$ cat src/rtl/mfp_ahb_arbiter.sv
// ============================================================================
// mfp_ahb_arbiter - two-master AHB-lite arbiter in front of the mfp_ahb bus
// Revision: 1.0
// ============================================================================
`default_nettype none

module mfp_ahb_arbiter #(
  parameter int BURST_LIMIT = 16
) (
  input  logic        HCLK,
  input  logic        HRESETn,
  input  logic [31:0] M0_HADDR,
  input  logic [1:0]  M0_HTRANS,
  input  logic        M0_HWRITE,
  input  logic [2:0]  M0_HSIZE,
  input  logic [31:0] M0_HWDATA,
  output logic        M0_HREADY,
  input  logic [31:0] M1_HADDR,
  input  logic [1:0]  M1_HTRANS,
  input  logic        M1_HWRITE,
  input  logic [2:0]  M1_HSIZE,
  input  logic [31:0] M1_HWDATA,
  output logic        M1_HREADY,
  output logic [31:0] S_HADDR,
  output logic [1:0]  S_HTRANS,
  output logic        S_HWRITE,
  output logic [2:0]  S_HSIZE,
  output logic [31:0] S_HWDATA,
  input  logic        S_HREADY,
  output logic        GRANT
);

  localparam int              BEAT_W    = $clog2(BURST_LIMIT + 1);
  localparam logic [BEAT_W-1:0] BEAT_MAX = BEAT_W'(BURST_LIMIT);
  localparam logic [BEAT_W-1:0] BEAT_ONE = BEAT_W'(1);
  localparam logic [1:0]      HT_IDLE   = 2'b00;
  localparam logic [1:0]      HT_NONSEQ = 2'b10;
  localparam logic [1:0]      HT_SEQ    = 2'b11;

  logic              last;
  logic              down;
  logic              dval;
  logic [BEAT_W-1:0] beats;
  logic              wait_q;
  logic              own_q;

  logic              req0;
  logic              req1;
  logic [1:0]        last_htrans;
  logic              burst_cont;
  logic              own_arb;
  logic              own;
  logic [1:0]        own_htrans;
  logic              req_own;
  logic [1:0]        s_htrans;
  logic              same_burst;

  assign req0 = M0_HTRANS[1];
  assign req1 = M1_HTRANS[1];

  always_comb begin
    last_htrans = last ? M1_HTRANS : M0_HTRANS;
    burst_cont  = (last_htrans == HT_SEQ) && (beats < BEAT_MAX);
    own_arb     = last;
    if (burst_cont)
      own_arb = last;
    else if (req0 && !req1)
      own_arb = 1'b0;
    else if (req1 && !req0)
      own_arb = 1'b1;
    else if (req0 && req1)
      own_arb = ~last;
  end

  // Once a wait state starts the owner is frozen until the slave is ready again.
  assign own        = wait_q ? own_q : own_arb;
  assign own_htrans = own ? M1_HTRANS : M0_HTRANS;
  assign req_own    = own_htrans[1];

  // A preempted master retries with a stale SEQ; it is presented as NONSEQ.
  always_comb begin
    s_htrans = own_htrans;
    if (!HRESETn || !req_own)
      s_htrans = HT_IDLE;
    else if ((own_htrans == HT_SEQ) && (own != last))
      s_htrans = HT_NONSEQ;
  end

  assign same_burst = (own == last) && (s_htrans == HT_SEQ);

  always_ff @(posedge HCLK) begin
    if (!HRESETn) begin
      last   <= 1'b1;
      down   <= 1'b0;
      dval   <= 1'b0;
      beats  <= '0;
      wait_q <= 1'b0;
      own_q  <= 1'b0;
    end else begin
      wait_q <= ~S_HREADY;
      own_q  <= own;
      if (S_HREADY) begin
        dval <= req_own;
        down <= own;
        if (req_own)
          last <= own;
        if (same_burst)
          beats <= (beats == BEAT_MAX) ? beats : beats + BEAT_ONE;
        else
          beats <= BEAT_ONE;
      end
    end
  end

  assign S_HADDR   = own ? M1_HADDR  : M0_HADDR;
  assign S_HWRITE  = own ? M1_HWRITE : M0_HWRITE;
  assign S_HSIZE   = own ? M1_HSIZE  : M0_HSIZE;
  assign S_HTRANS  = s_htrans;
  assign S_HWDATA  = dval ? (down ? M1_HWDATA : M0_HWDATA) : 32'h0;
  assign GRANT     = own;

  assign M0_HREADY = (req0 && own)  ? 1'b0 : S_HREADY;
  assign M1_HREADY = (req1 && !own) ? 1'b0 : S_HREADY;

endmodule

`default_nettype wire

$ cat config.mk
export PLATFORM = sky130hd
export DESIGN_NAME = mfp_ahb_arbiter
export DESIGN_NICKNAME = d
export VERILOG_FILES = /design/src/rtl/mfp_ahb_arbiter.sv
export SDC_FILE = /design/constraint.sdc
export NUM_CORES = 1
export LEC_CHECK = 0
export ABC_AREA = 1
export BUFFER_PORTS_ARGS = -buffer_cell sky130_fd_sc_hd__buf_4
export CORE_AREA = 5 5 82 84
export DETAILED_ROUTE_END_ITERATION = 7
export DIE_AREA = 0 0 87 89
export GPL_ROUTABILITY_DRIVEN = 0
export PLACE_DENSITY_LB_ADDON = 0.05
export SYNTH_ARGS = -nofsm -noshare
export SYNTH_HDL_FRONTEND = slang
export SYNTH_SLANG_ARGS = --single-unit
$ cat constraint.sdc
create_clock -name HCLK -period 4.02 [get_ports HCLK]
set_input_delay 0.603 -clock HCLK [delete_from_list [all_inputs] [get_ports HCLK]]
set_output_delay 0.603 -clock HCLK [all_outputs]
set_load 0.01 [all_outputs]
## Yosys cells after proc, flatten, opt, wreduce, memory -nomap -nowiden

Cells that the tools add are included.

| word-level totals | value |
|---|---|
| bits in registers | 10 |
| bits of input ports | 143 |
| output and inout port bits | 73 |
| logic and storage cells | 51 |

| operators by class | value |
|---|---|
| $add $sub $neg | 1 |
| order comparisons | 1 |
| equality and inequality tests | 7 |
| multiplexer cells | 18 |
| bitwise operators | 2 |
| reductions and logical operators | 16 |

Operators with widths:

| operator | count |
|---|---|
| 2-to-1 mux 32 bit | 3 |
| 2-to-1 mux 5 bit | 2 |
| logical AND 1 bit | 8 |
| 2-to-1 mux 1 bit | 8 |
| 2-to-1 mux 2 bit | 4 |
| equality test 2 bit (second input constant) | 3 |
| adder 5 x 1 -> 5 bit (second input constant) | 1 |
| equality test 5 bit (second input constant) | 1 |
| zero test 1 bit | 5 |
| < comparator 5 bit (second input constant) | 1 |
| AND reduction 2 bit | 2 |
| 2-to-1 mux 3 bit | 1 |
| inequality test 2 bit (second input constant) | 1 |
| NOT 1 bit | 2 |
| equality test 1 bit | 1 |
| logical OR 1 bit | 1 |
| inequality test 1 bit | 1 |

## Logic depth before layout (Yosys ltp)

| logic depth | value |
|---|---|
| depth after elaboration | 15 |
| mapped depth | 15 |
| gate-level depth less buffers | 15 |

## Worst setup path after synthesis

Ideal clock, no wire load.

| timing | value |
|---|---|
| path kind | input to output |
| from | input port M0_HTRANS[0] |
| to | output port S_HADDR[10] |
| arrival time | 1.498 ns |
| required time | 3.417 ns |
| setup slack | 1.919 ns |
| cell stages on the path | 10 |
| buffers on the path | 1 |
| cells stage by stage | nand2_1 -> nand2_1 -> nand2_1 -> nand2_1 -> nand3_2 -> nand2_4 -> inv_2 -> clkbuf_1 -> nand2_1 -> nand2_1 |

| on the way | value |
|---|---|
| word-level cells in the longest chain between the ends | 6 |

RTL lines:

| element | RTL line | text |
|---|---|---|
| start: declaration | 13 | `input logic [1:0] M0_HTRANS,` |
| 2-to-1 mux 2 bit | 62 | `last_htrans = last ? M1_HTRANS : M0_HTRANS;` |
| equality test 2 bit | 63 | `burst_cont = (last_htrans == HT_SEQ) && (beats < BEAT_MAX);` |
| logical AND 1 bit | 63 |  |
| 2-to-1 mux 1 bit | 65 | `if (burst_cont)` |
| 2-to-1 mux 1 bit | 76 | `assign own = wait_q ? own_q : own_arb;` |
| 2-to-1 mux 32 bit | 115 | `assign S_HADDR = own ? M1_HADDR : M0_HADDR;` |
| end: declaration | 24 | `output logic [31:0] S_HADDR,` |

Every way passes these cells.

## Worst setup path after layout

| timing | value |
|---|---|
| from | input port M0_HTRANS[0] |
| to | output port S_HADDR[2] |

The elaborated chain is that of the path after synthesis.

==> results.toml <==
[logic_synthesis]
ys_seq_elements = 10
synth_area_leaders = "nand2_1 (33%), nor2_1 (17%), dfxtp_1 (14%)"
synth_cell_types = 23
yosysTopAreaCell = "nand2_1"
synth_top_area_share_pct = 32.7
syn-cell-area_mm2 = 0.00147
syn_avg_cell_area_um2 = 4.81
synth_fp_nets = 451
ys_warn_count = 0
yosysSeqAreaShare_pct = 13.6
synthCells = 306

[sta]
fin_skew_ps = 0.839
worst_slack_ps = 1270
fmax_mhz = 363
period_share_pct = 68.5
fin_tns_setup_ps = 0
tightest_slew_ps = 934
finalHoldViolCount = 0
rsz0062_at_grt = "false"
setup_viol = 0
maxSlewHeadroom_pct = 37.6
slew_viol_final = 0
finalCriticalPeriod_ps = 2750

[final_layout]
num-nets-final = 655
mostFrequentLayoutCell = "buf_4"
final_area_mm2 = 0.00317
drive_gt1_share_pct = 45.2
nFillCells = 609
diodes = 0
most-common-layout-cells = "buf_4 (216), nand2_1 (128), nor2_1 (68)"
areaGrowthSynthToFinish_pct = 116

[critical_path]
regToRegEndpoint = "beats[2]$_SDFFE_PN0P_"
start_kind = "input pin"
cp.arrival_ps = 2150
critPathRequiredTime_ps = 3420
path_max_fanout = 43
rr_worst_depth = 14
critPathKind = "in2out"
ff2ff_setup_slack_ps = 2080
cp-endpoint = "S_HADDR[2]"
timing.rr.start = "beats[4]$_SDFFE_PN0P_"
endpoint_kind = "primary output"
crit_path_start = "M0_HTRANS[0]"

[detailed_routing]
route.met2.wl_um = 4090
top_layer = "met4"
wl_per_cell_um = 13.6
drtIter0Drc = 95
drcViolationCount = 0
drtPass1Iterations = 5
met3WireLength_um = 1120
routed_via_density = 4.48
vias = 2615
ant_nets = 0
routed_wl_um = 7940
m1WireLength_um = 2640

[die]
rows = 28
core-area_mm2 = 0.00585
ioPinCount = 216
initial_core_util_pct = 25.1
die_y_um = 89
fp.dieW_um = 87
die-area_mm2 = 0.00774

[clock_network]
cts_buffers = 3
clock_tree.buffer_depth = 2
clock_sinks = 10
htreeDepth = 1
clock_latency_ps = 240
cts_resized = 0
cts_root_buffer = "clkbuf_8"
hold_buffers = 0
clkSlewWorstSetupHoldPaths_ps = 50
cts_setup_buffers = 0
cts_tree = "done"

[run_status]
status = "finished clean"

[global_route]
antenna_found_initial = 0
grt_first_pass_wirelength_um = 11400
grt_pass1_vias = 2640
grt_max_degree = 44
grt-ovfl-total = 0
track_usage_pct = 18.1

[power_and_ir_drop]
ir_drop_uv = 118
p_leak_nw = 1.91
p_per_area_mw_per_mm2 = 210
total_power_mw = 0.665

[place]
dp_hpwl_um = 6660
dp_slack_ps = 1220
place_area_mm2 = 0.00312
port_buffers = 215

[min_path]
hold_path_class = "reg2reg"

[run]
drv_cap = 0
[logic make-up (layout without fill, tap and decap cells)]
logic type               Yosys count  after routing  share of synthesized area [%]
AND/OR/NAND/NOR                  216            216                           59.7
AO/OA/AOI/OAI                     41             41                           14.1
buffers and inverters             34            237                           9.10
flip-flops                        10             10                           13.6
XOR/XNOR                           3              3                           1.79
adder cells (fa/ha/maj)            2              2                           1.70
[layer usage]
| layer | vias up | track usage [%] |
|---|---|---|
| met1 | 1111 | 17.7 |
| li1 | 1352 | - |
| met2 | 146 | 35.4 |
| met3 | 6 | 7.10 |
| met5 | - | 0 |
| met4 | 0 | 4.25 |
[registers in the layout (all words and copies together), names as in the netlist]
name and cells:
beats 5, down 1, dval 1, last 1, own_q 1, wait_q 1
[synthesized netlist by cell type]
library cell and instances:
nor2_1 68, nand2_2 1, nor4_1 1, nand3_2 2
dfxtp_1 10, clkbuf_1 10, ha_1 2, nor3_1 1
inv_2 2, nand4_1 3, buf_4 1, inv_1 15
o211ai_1 1, o21ai_0 35, xor2_1 3, a21oi_1 5
buf_1 4, or2_2 1, nor2_4 1, buf_2 2
nand2_1 128, nand3_1 7, nand2_4 3
[critical path: stages]
cell and delay, ps:
buf_4 110, nand2_1 50, nand2_1 40, nand2_1 50, nand2_1 60, nand3_2 90
nand2_4 260, inv_2 530, nand2_1 110, nand2_1 100, buf_4 120
[worst min-delay path by stage]
stage / start / cells after the start / endpoint / slack, ps
floorplan: beats[1]$_SDFFE_PN0P_ / 2 / beats[1]$_SDFFE_PN0P_ / 470
global placement: beats[1]$_SDFFE_PN0P_ / 2 / beats[1]$_SDFFE_PN0P_ / 490
detailed placement: beats[1]$_SDFFE_PN0P_ / 2 / beats[1]$_SDFFE_PN0P_ / 500
CTS: beats[1]$_SDFFE_PN0P_ / 2 / beats[1]$_SDFFE_PN0P_ / 500
global route: beats[1]$_SDFFE_PN0P_ / 2 / beats[1]$_SDFFE_PN0P_ / 540
finish: beats[1]$_SDFFE_PN0P_ / 2 / beats[1]$_SDFFE_PN0P_ / 500
[layout make-up]
class	count	area (um^2)	share of cell area, %
inverter	17	63.8	2.01
sequential	10	200	6.31
timing repair buffer	216	1620	51.1
tap	75	93.8	2.96
multi-input combinational	262	1140	35.9
clock buffer	4	55.1	1.74
[report_power, final]
| group | switching, mW | total, mW | leakage (nW) | internal [mW] |
|---|---|---|---|---|
| Clock | 0.0431 | 0.130 | 0.0288 | 0.0864 |
| Sequential | 0.00918 | 0.114 | 0.0822 | 0.105 |
| Combinational | 0.201 | 0.421 | 1.80 | 0.221 |
[per-stage QoR]
step	cells	utilization (%)	hold slack, ps
2_1_floorplan	306	-	469
3_3_place_gp	580	53.3	486
3_5_place_dp	580	53.3	496
4_1_cts	584	54.2	503
5_1_grt	584	54.2	544
6_report	584	54.2	498
No activity file was read; power rests on OpenSTA's default activity.
